File: src/rtl/xband_rx_deframer_pkg.sv
// xband_pkg: shared K-char codes, receive FSM states and the FIFO word layout.
// Contents:
//   K_IDLE/K_SOF/K_EOF  framing K-char codes (any other K-char is treated as bad)
//   rx_state_t          receive FSM states
//   axis_word_t         one FIFO entry: payload, byte mask, last flag, error flag
//   keep_of()           byte mask for n valid bytes (n = 0..4)
package xband_pkg;

    localparam logic [7:0] K_IDLE = 8'hBC;
    localparam logic [7:0] K_SOF  = 8'hFB;
    localparam logic [7:0] K_EOF  = 8'hFD;

    typedef enum logic [1:0] {IDLE, DATA, DROP} rx_state_t;

    typedef struct packed {
        logic [31:0] data;
        logic [3:0]  keep;
        logic        last;
        logic        user;
    } axis_word_t;

    function automatic logic [3:0] keep_of(input logic [2:0] n);
        return 4'((5'd1 << n) - 5'd1);
    endfunction

endpackage

File: src/rtl/xband_rx_deframer_if.sv
// xband_rx_deframer_if: AXI-Stream bundle carrying deframed 32-bit payload words.
// Signals:
//   tdata  32  payload, byte0 in [7:0]
//   tkeep  4   valid-byte mask, contiguous from bit0
//   tlast  1   last word of frame
//   tuser  1   frame terminated abnormally (tlast word only)
//   tvalid 1   word valid
//   tready 1   sink ready
interface xband_rx_deframer_if;

    logic [31:0] tdata;
    logic [3:0]  tkeep;
    logic        tlast;
    logic        tuser;
    logic        tvalid;
    logic        tready;

    modport master(output tdata, tkeep, tlast, tuser, tvalid, input tready);
    modport slave(input tdata, tkeep, tlast, tuser, tvalid, output tready);

endinterface

File: src/rtl/xband_rx_deframer_word_fifo.sv
// xband_word_fifo: synchronous word FIFO of DEPTH entries with flop-backed output.
// Ports:
//   sys_clk, sys_rst_n  clock, asynchronous active-low reset
//   wr_en_i, wr_data_i  push request and word; ignored when full unless a pop happens
//   rd_en_i             pop request; ignored when empty
//   rd_data_o           head word, read straight from storage flops
//   full_o, empty_o     occupancy flags
module xband_word_fifo
    import xband_pkg::*;
#(
    parameter int DEPTH = 4
) (
    input  logic       sys_clk,
    input  logic       sys_rst_n,
    input  logic       wr_en_i,
    input  axis_word_t wr_data_i,
    input  logic       rd_en_i,
    output axis_word_t rd_data_o,
    output logic       full_o,
    output logic       empty_o
);

    localparam int AW = (DEPTH > 1) ? $clog2(DEPTH) : 1;

    axis_word_t    mem_q [DEPTH];
    logic [AW-1:0] wr_ptr_q;
    logic [AW-1:0] rd_ptr_q;
    logic [AW:0]   cnt_q;
    logic          do_wr;
    logic          do_rd;

    assign full_o    = cnt_q == (AW+1)'(DEPTH);
    assign empty_o   = cnt_q == '0;
    assign do_rd     = rd_en_i && !empty_o;
    // A push into a full FIFO is accepted when the head leaves on the same edge.
    assign do_wr     = wr_en_i && (!full_o || do_rd);
    assign rd_data_o = mem_q[rd_ptr_q];

    always_ff @(posedge sys_clk or negedge sys_rst_n) begin
        if (!sys_rst_n) begin
            wr_ptr_q <= '0;
            rd_ptr_q <= '0;
            cnt_q    <= '0;
            for (int i = 0; i < DEPTH; i++) mem_q[i] <= '0;
        end else begin
            if (do_wr) begin
                mem_q[wr_ptr_q] <= wr_data_i;
                wr_ptr_q        <= wr_ptr_q + 1'b1;
            end
            if (do_rd) rd_ptr_q <= rd_ptr_q + 1'b1;
            cnt_q <= cnt_q + (AW+1)'(do_wr) - (AW+1)'(do_rd);
        end
    end

endmodule

File: src/rtl/xband_rx_deframer.sv
// xband_rx_deframer: strips Xband framing K-chars and packs payload into 32-bit AXI-Stream words.
// Ports:
//   sys_clk, sys_rst_n       byte clock, asynchronous active-low reset
//   rxdata/rxctrl/rxvalid    decoded byte, K-char flag, byte strobe (no backpressure)
//   exp_bytes                expected payload bytes per frame, 0 disables the length check
//   m_axis                   AXI-Stream master (tdata/tkeep/tlast/tuser/tvalid/tready)
//   frame_bytes              payload byte count of the last closed frame
//   frame_cnt                good frames, wrapping
//   err_cnt                  errored frames (abnormal end, length mismatch, runt), saturating
//   len_err                  sticky length mismatch
//   fifo_overflow            sticky: a word was dropped because the FIFO was full
module xband_rx_deframer
    import xband_pkg::*;
#(
    parameter int FIFO_DEPTH = 4,
    parameter int CNT_W      = 16
) (
    input  logic                 sys_clk,
    input  logic                 sys_rst_n,
    input  logic [7:0]           rxdata,
    input  logic                 rxctrl,
    input  logic                 rxvalid,
    input  logic [31:0]          exp_bytes,
    xband_rx_deframer_if.master  m_axis,
    output logic [31:0]          frame_bytes,
    output logic [CNT_W-1:0]     frame_cnt,
    output logic [CNT_W-1:0]     err_cnt,
    output logic                 len_err,
    output logic                 fifo_overflow
);

    rx_state_t        state_q;
    logic [31:0]      stage_q;
    logic [2:0]       stage_n_q;
    logic [31:0]      byte_cnt_q;
    logic             push_q;
    axis_word_t       push_word_q;
    logic [31:0]      frame_bytes_q;
    logic [CNT_W-1:0] frame_cnt_q;
    logic [CNT_W-1:0] err_cnt_q;
    logic             len_err_q;
    logic             ovf_q;

    logic             is_data;
    logic             is_sof;
    logic             is_eof;
    logic             is_close;
    logic             len_bad_d;
    logic [CNT_W-1:0] err_inc_d;
    logic             full;
    logic             empty;
    logic             pop;
    axis_word_t       rd_word;

    assign is_data   = rxvalid && !rxctrl;
    assign is_sof    = rxvalid && rxctrl && rxdata == K_SOF;
    assign is_eof    = rxvalid && rxctrl && rxdata == K_EOF;
    // Every K-char except idle terminates an open frame; only EOF does so cleanly.
    assign is_close  = rxvalid && rxctrl && rxdata != K_IDLE;
    assign len_bad_d = exp_bytes != '0 && byte_cnt_q != exp_bytes;
    assign err_inc_d = (&err_cnt_q) ? err_cnt_q : err_cnt_q + 1'b1;
    assign pop       = m_axis.tready && !empty;

    always_ff @(posedge sys_clk or negedge sys_rst_n) begin
        if (!sys_rst_n) begin
            state_q       <= IDLE;
            stage_q       <= '0;
            stage_n_q     <= '0;
            byte_cnt_q    <= '0;
            push_q        <= 1'b0;
            push_word_q   <= '0;
            frame_bytes_q <= '0;
            frame_cnt_q   <= '0;
            err_cnt_q     <= '0;
            len_err_q     <= 1'b0;
            ovf_q         <= 1'b0;
        end else begin
            push_q <= 1'b0;
            if (push_q && full && !pop) ovf_q <= 1'b1;
            case (state_q)
                IDLE, DROP: begin
                    if (is_sof) begin
                        state_q    <= DATA;
                        stage_q    <= '0;
                        stage_n_q  <= '0;
                        byte_cnt_q <= '0;
                    end
                end
                DATA: begin
                    if (is_data) begin
                        // A full word waits in staging so the closing K-char can still mark it last.
                        if (stage_n_q == 3'd4) begin
                            push_q      <= 1'b1;
                            push_word_q <= '{data: stage_q, keep: 4'hF, last: 1'b0, user: 1'b0};
                            stage_q     <= {24'h0, rxdata};
                            stage_n_q   <= 3'd1;
                        end else begin
                            stage_q[8*stage_n_q[1:0] +: 8] <= rxdata;
                            stage_n_q                      <= stage_n_q + 3'd1;
                        end
                        byte_cnt_q <= byte_cnt_q + 32'd1;
                    end else if (is_close) begin
                        push_q        <= stage_n_q != '0;
                        push_word_q   <= '{data: stage_q, keep: keep_of(stage_n_q), last: 1'b1, user: !is_eof};
                        frame_bytes_q <= byte_cnt_q;
                        if (stage_n_q == '0) begin
                            err_cnt_q <= err_inc_d;
                        end else begin
                            if (len_bad_d) len_err_q <= 1'b1;
                            if (!is_eof || len_bad_d) err_cnt_q <= err_inc_d;
                            else frame_cnt_q <= frame_cnt_q + 1'b1;
                        end
                        stage_q    <= '0;
                        stage_n_q  <= '0;
                        byte_cnt_q <= '0;
                        state_q    <= is_eof ? IDLE : is_sof ? DATA : DROP;
                    end
                end
                default: state_q <= IDLE;
            endcase
        end
    end

    xband_word_fifo #(.DEPTH(FIFO_DEPTH)) u_fifo (
        .sys_clk   (sys_clk),
        .sys_rst_n (sys_rst_n),
        .wr_en_i   (push_q),
        .wr_data_i (push_word_q),
        .rd_en_i   (pop),
        .rd_data_o (rd_word),
        .full_o    (full),
        .empty_o   (empty)
    );

    assign m_axis.tdata  = rd_word.data;
    assign m_axis.tkeep  = rd_word.keep;
    assign m_axis.tlast  = rd_word.last;
    assign m_axis.tuser  = rd_word.user;
    assign m_axis.tvalid = !empty;

    assign frame_bytes   = frame_bytes_q;
    assign frame_cnt     = frame_cnt_q;
    assign err_cnt       = err_cnt_q;
    assign len_err       = len_err_q;
    assign fifo_overflow = ovf_q;

endmodule

File: src/flat_wrapper.sv
// flat-port wrapper written by rule: the top's interface ports become plain ports
module xband_rx_deframer_flat import xband_pkg::*;
#(
    parameter int FIFO_DEPTH = 4,
    parameter int CNT_W      = 16
)
  (sys_clk, sys_rst_n, rxdata, rxctrl, rxvalid, exp_bytes, frame_bytes, frame_cnt, err_cnt, len_err, fifo_overflow, m_axis_tdata, m_axis_tkeep, m_axis_tlast, m_axis_tuser, m_axis_tvalid, m_axis_tready);
  xband_rx_deframer_if m_axis_i ();
  input  logic sys_clk;
  input  logic sys_rst_n;
  input  logic [7:0] rxdata;
  input  logic rxctrl;
  input  logic rxvalid;
  input  logic [31:0] exp_bytes;
  output logic [31:0] frame_bytes;
  output logic [CNT_W-1:0] frame_cnt;
  output logic [CNT_W-1:0] err_cnt;
  output logic len_err;
  output logic fifo_overflow;
  output wire logic [$bits(m_axis_i.tdata)-1:0] m_axis_tdata;
  output wire logic [$bits(m_axis_i.tkeep)-1:0] m_axis_tkeep;
  output wire logic [$bits(m_axis_i.tlast)-1:0] m_axis_tlast;
  output wire logic [$bits(m_axis_i.tuser)-1:0] m_axis_tuser;
  output wire logic [$bits(m_axis_i.tvalid)-1:0] m_axis_tvalid;
  input wire logic [$bits(m_axis_i.tready)-1:0] m_axis_tready;
  assign m_axis_tdata = m_axis_i.tdata;
  assign m_axis_tkeep = m_axis_i.tkeep;
  assign m_axis_tlast = m_axis_i.tlast;
  assign m_axis_tuser = m_axis_i.tuser;
  assign m_axis_tvalid = m_axis_i.tvalid;
  assign m_axis_i.tready = m_axis_tready;
  xband_rx_deframer #(.FIFO_DEPTH(FIFO_DEPTH), .CNT_W(CNT_W)) u_core (.sys_clk(sys_clk), .sys_rst_n(sys_rst_n), .rxdata(rxdata), .rxctrl(rxctrl), .rxvalid(rxvalid), .exp_bytes(exp_bytes), .m_axis(m_axis_i), .frame_bytes(frame_bytes), .frame_cnt(frame_cnt), .err_cnt(err_cnt), .len_err(len_err), .fifo_overflow(fifo_overflow));
endmodule
File: config.mk
export PLATFORM = sky130hd
export DESIGN_NAME = xband_rx_deframer_flat
export DESIGN_NICKNAME = d
export VERILOG_FILES = /design/src/rtl/xband_rx_deframer_pkg.sv /design/src/rtl/xband_rx_deframer_if.sv /design/src/rtl/xband_rx_deframer_word_fifo.sv /design/src/rtl/xband_rx_deframer.sv /design/src/flat_wrapper.sv
export SDC_FILE = /design/constraint.sdc
export NUM_CORES = 1
export LEC_CHECK = 0
export CAP_MARGIN = 10
export CELL_PAD_IN_SITES_DETAIL_PLACEMENT = 1
export CELL_PAD_IN_SITES_GLOBAL_PLACEMENT = 1
export CORE_AREA = 4 4 179 181
export CTS_BUF_LIST = sky130_fd_sc_hd__clkbuf_8 sky130_fd_sc_hd__clkbuf_16
export DETAILED_ROUTE_END_ITERATION = 12
export DIE_AREA = 0 0 183 185
export PLACE_DENSITY_LB_ADDON = 0.1
export SLEW_MARGIN = 10
export SYNTH_ARGS = -nofsm -noshare
export SYNTH_HDL_FRONTEND = slang
export SYNTH_SLANG_ARGS = --single-unit
File: constraint.sdc
create_clock -name sys_clk -period 5.1 [get_ports sys_clk]
set_clock_uncertainty 0.15 [all_clocks]
set_input_delay 1.02 -clock sys_clk [delete_from_list [all_inputs] [get_ports sys_clk]]
set_output_delay 1.02 -clock sys_clk [all_outputs]
set_load 0.01 [all_outputs]
==> run summary, run 1 <==
Worst skew pair latency - 520 ps
Least-Margin Pin Slew - 1090 ps
Initial antenna violation count - 1
Layout Area Growth over Synthesis - 21.2%
Hold Violations, Final - 0
Hold_ws - 311 ps
Setup CP Type - register to output port
RSZ-0062 raised after global routing - false
Synthesized area per cell - 12.1 µm²
Yosys top cell by area - dfrtp_1
Yosys warning count - 0
Synth Cell Area - 15000 µm²
Sink Count - 333
Final worst path period need - 3860 ps
Ys flop type - dfrtp_1
Hold Path Class - register to register
Hold-fix buffers, CTS - 0
Total Neg Setup Slack - 0 ps
Vias - 10259
Ranking of synthesized cells by area - dfrtp_1, mux2_2, nand2_1
HPWL after detailed placement - 25600 µm
Gr ovfl total - 0
Area fraction in compound gates after synthesis - 6.26%
Core Footprint - 30400 µm²
Clk Tree Root Cell - clkbuf_16
DR vias/cell - 5.69
Max-cap viol count - 0
Chip Height - 185 µm
Yosys top cell area share - 55.4%
WL/cell - 21.6 µm
Initial Util - 49.5%
Status - finished clean
Post-route DRC - 0
DRT Wirelength - 38900 µm
Pwr/cell area - 329 nW/µm²
Simple-Gate Fraction of Synth Area - 12.8%
Total die area - 33900 µm²
Final non-filler cell total - 1803
Post-CTS resize count - 0
Routability cong. - 0.807
Number of flops mapped to enable cells by yosys - 0
Synth Instances - 1240
ANT nets after route - 0
Critical path required time - 3930 ps
Initial DRC Count - 586
Placed cell area - 17000 µm²
Post-synthesis xor/xnor area fraction - 4.31%
Clk buf depth - 3
R2R Setup Slk - 2180 ps
Netlist cell types - 55
First-pass GRT wire length - 64900 µm
Final period util - 75.7%
Largest net degree at the start of global routing - 121
Layout Nets - 1442
Seq cells post-synth - 333
Post-synthesis adder-cell area fraction - 1.55%
Critical-path maximum fanout - 25
Final Setup Violations - 0
Vias in the first global route - 11594
CTS buffer count - 38
Slew Limit Fails - 0
Most common library cells after synthesis - dfrtp_1, nand2_1, mux2_2
Post-synthesis mux area share - 17.2%
Top-count cell post-synth - dfrtp_1
# rows - 64
Die extent in x - 183 µm
Leak pwr - 8.73 nW
Post-route design area - 18200 µm²
Syn nets - 1303
H-tree depth - 2
All-Layer GR Usage - 23.7%
Fill cell count - 3072
Fmax - 259 MHz
CP Launch Type - register
Slew margin rel. - 26.9%
Worst ir drop on vdd - 0.195 mV
Setup bufs post-CTS - 0
I/O Buffers - 149
First-pass DRT Iterations - 4
Clk slew on worst S/H paths - 60 ps
Post-synth ARST share - 100%
Crit path DAT - 2690 ps
Endpoint class of the critical path - output port
Main combinational cell family by area after synthesis - multiplexers
Placed cells - 1735
# diodes - 0
Seq/Total Area, Yosys - 55.4%
CTS tree - done
Share of cells above drive strength 1 - 22.0%
Num ports - 150
cell usage in the layout (no fill, tap or decap), types with 10 or more instances in the layout:
| cell type | n |
|---|---|
| dfrtp_1 | 332 |
| nand2_1 | 235 |
| mux2_2 | 153 |
| clkdlybuf4s50_1 | 148 |
| xnor2_1 | 53 |
| o21ai_0 | 42 |
| clkbuf_16 | 39 |
| mux4_2 | 38 |
| nor2_1 | 35 |
| a22o_1 | 33 |
| nand4_1 | 27 |
| nand3_1 | 24 |
| inv_1 | 22 |
| xor2_1 | 21 |
| ha_1 | 17 |
| a31oi_1 | 15 |
| nor4_1 | 14 |
| a21oi_1 | 13 |
| buf_4 | 13 |
| clkbuf_8 | 12 |
| and3_1 | 11 |
| nor3_1 | 10 |
power by group:
group	internal (W)	switching, W
registers	0.00267	0.0000968
clock network	0.00167	0.00108
logic	0.000236	0.000244
per-layer routing:
metal  vias to the layer above  global-route usage (%)  wire [µm]
met5                         -                       0         20
met4                         2                    6.14        827
met3                        67                    4.20       1720
met2                       216                    40.7      19500
met1                      5318                    31.4      16800
li1                       4656                       -          -
kinds of logic (layout without fill, tap and decap cells):
| logic type | Yosys count | count (layout) |
|---|---|---|
| flops | 333 | 333 |
| buf+inv | 85 | 252 |
| fa+ha+maj | 18 | 18 |
| simple gates | 401 | 401 |
| mux | 192 | 192 |
| compound gates | 137 | 137 |
| xor+xnor | 74 | 74 |
worst max-delay path: stages (launching register included):
cell and delay (ps):
dfrtp_2 750, buf_12 320, mux4_2 580, clkdlybuf4s50_1 500
sequential cells by signal, indices dropped and copies added (netlist names), 16 cells and up:
name and cells:
u_core.err_cnt 16, u_core.push_word_q 38, u_core.u_fifo.mem_q 152, u_core.byte_cnt_q 32
u_core.stage_q 32, u_core.frame_cnt 16, u_core.frame_bytes 32
cell type report:
class / instances / area [µm²] / area share (%)
Sequential cell: 333 / 8330 / 45.7
Multi-Input combinational cell: 822 / 6370 / 34.9
Timing Repair Buffer: 168 / 1700 / 9.34
Clock buffer: 51 / 1140 / 6.25
Tap cell: 396 / 495 / 2.72
Clock inverter: 17 / 144 / 0.789
Inverter: 16 / 60.1 / 0.329
stage by stage:
step	utilization (%)	setup WS [ps]	total power, W
4_1_cts	60.0	1130	0.00609
3_3_place_gp	55.7	1300	0.00330
3_5_place_dp	55.7	1170	0.00331
5_1_grt	60.0	1040	0.00626
2_1_floorplan	-	2140	0.00307
6_report	60.0	1240	0.00600
path summary, 6_finish.rpt:
kind                                                 from                  endpoint  cells after the start
worst max register to register        u_core.stage_n_q[0]       u_core.frame_cnt[1]                      6
worst min-delay path                 u_core.fifo_overflow      u_core.fifo_overflow                      1
worst max-delay path            u_core.u_fifo.rd_ptr_q[0]              m_axis_tlast                      3
min in group asynchronous                       sys_rst_n  u_core.u_fifo.mem_q[105]                      1
max in group asynchronous                       sys_rst_n       u_core.frame_cnt[9]                      2
worst min register to register       u_core.fifo_overflow      u_core.fifo_overflow                      1
Power figures use the tool's default switching activity.
==> inputs of run 2 (changes only) <==
CORE_AREA = 4 4 186 188   (was 4 4 179 181)
DIE_AREA = 0 0 190 192   (was 0 0 183 185)
clock period = 3.8 ns   (was 5.1 ns; I/O delays follow)
==> run summary, run 2 (same netlist as run 1, synthesis figures left out) <==
Status - finished clean
All-Layer GR Usage - 21.4%
CP Launch Type - register
Least-Margin Pin Slew - 754 ps
H-tree depth - 2
Most frequent cells in the layout - dfrtp_1, nand2_1, mux2_2, clkdlybuf4s50_1, xnor2_1
Largest regs - u_core.u_fifo.mem_q (152), u_core.push_word_q (38)
Slew margin rel. - 49.6%
I/O Buffers - 149
Final Setup Violations - 0
Uppermost routed layer - met5
RSZ-0062 raised after global routing - false
Layout Area Growth over Synthesis - 22.3%
Setup bufs post-CTS - 0
Commonest non-fill, non-tap cell in the layout - dfrtp_1
Hold Violations, Final - 0
Fmax - 294 MHz
Final period util - 89.7%
Clk Tree Root Cell - clkbuf_16
CTS tree - done
WL/cell - 20.5 µm
Total Neg Setup Slack - 0 ps
Power consumption - 0.00790 W
ANT nets after route - 0
Initial Util - 45.4%
Met1 WL - 17200 µm
Layout Nets - 1455
HPWL after detailed placement - 26000 µm
Fill cell count - 3363
Post-route DRC - 0
Gr ovfl total - 0
Worst skew pair latency - 520 ps
Initial DRC Count - 429
Total die area - 36500 µm²
Core Footprint - 33100 µm²
Vias - 10182
Setup CP Type - register to output port
Hold Path Class - input pin to async pin
# rows - 67
Vias in the first global route - 11136
Initial antenna violation count - 3
Clk buf depth - 3
Endpoint class of the critical path - output port
DR vias/cell - 5.45
Critical-path maximum fanout - 13
CTS buffer count - 37
DRT Wirelength - 38300 µm
Post-route design area - 18400 µm²
Met3 wire length - 1240 µm
Max-cap viol count - 0
Clk slew on worst S/H paths - 60 ps
Num ports - 150
Max FFs per register - 152
Placed cell area - 17200 µm²
Biggest register - u_core.u_fifo.mem_q
Critical path required time - 2890 ps
Share of cells above drive strength 1 - 22.4%
Chip Height - 192 µm
First-pass GRT wire length - 62700 µm
Final worst path period need - 3410 ps
Sink Count - 333
Met2 wire len - 19300 µm
Routability cong. - 0.835
Crit path DAT - 2500 ps
Largest net degree at the start of global routing - 75
Post-CTS resize count - 0
Hold-fix buffers, CTS - 0
Die extent in x - 190 µm
Slew Limit Fails - 0
Leak pwr - 8.81 nW
Worst ir drop on vdd - 0.271 mV
Pwr/cell area - 429 nW/µm²
First-pass DRT Iterations - 4
R2R Setup Slk - 870 ps
run 2: power breakdown:
group | internal [W] | switching, W | leakage, nW
Combinational | 0.000345 | 0.000358 | 3.57
Sequential | 0.00358 | 0.0000955 | 4.60
Clock | 0.00210 | 0.00142 | 0.633
Total | 0.00603 | 0.00187 | 8.81
run 2: layout make-up:
| type | count | area, µm² | area share [%] |
|---|---|---|---|
| timing repair buffer | 182 | 1870 | 10.2 |
| sequential | 333 | 8330 | 45.3 |
| antenna | 2 | 5.00 | 0.0272 |
| multi-input combinational | 822 | 6370 | 34.6 |
| inverter | 16 | 60.1 | 0.326 |
| clock buffer | 49 | 1100 | 5.99 |
| clock inverter | 15 | 104 | 0.564 |
| tap | 448 | 561 | 3.05 |
run 2: path summary, 6_finish.rpt:
kind,from,endpoint,cells past startpoint
setup reg to reg,u_core.stage_n_q[0],u_core.err_cnt[1],6
setup / recovery,u_core.u_fifo.rd_ptr_q[0],m_axis_tuser,3
min in group sys_clk,u_core.fifo_overflow,u_core.fifo_overflow,1
max in group asynchronous,sys_rst_n,u_core.u_fifo.mem_q[131],2
hold / removal,sys_rst_n,u_core.u_fifo.wr_ptr_q[0],1
hold reg to reg,u_core.fifo_overflow,u_core.fifo_overflow,1
run 2: stage by stage:
step                      worst slack [ps]  util, %  instances  hold WS, ps
after floorplan                       1100        -       1240          292
after global placement                 501     51.9       1801          293
after detailed placement               333     51.9       1801          293
after CTS                              316     55.6       1865         67.5
after global routing                   273     55.6       1867         77.0
final                                  393     55.6       1867         46.8
run 2: metal layers:
layer | up-vias | global-route usage (%)
met3 | 41 | 3.31
met5 | - | 0
met2 | 162 | 36.4
li1 | 4687 | -
met4 | 2 | 4.28
met1 | 5290 | 29.5
run 2: critical path, cell delays in order, from the launching register on:
cell,delay (ps)
dfrtp_2,660
buf_12,240
mux4_2,560
clkdlybuf4s50_1,520
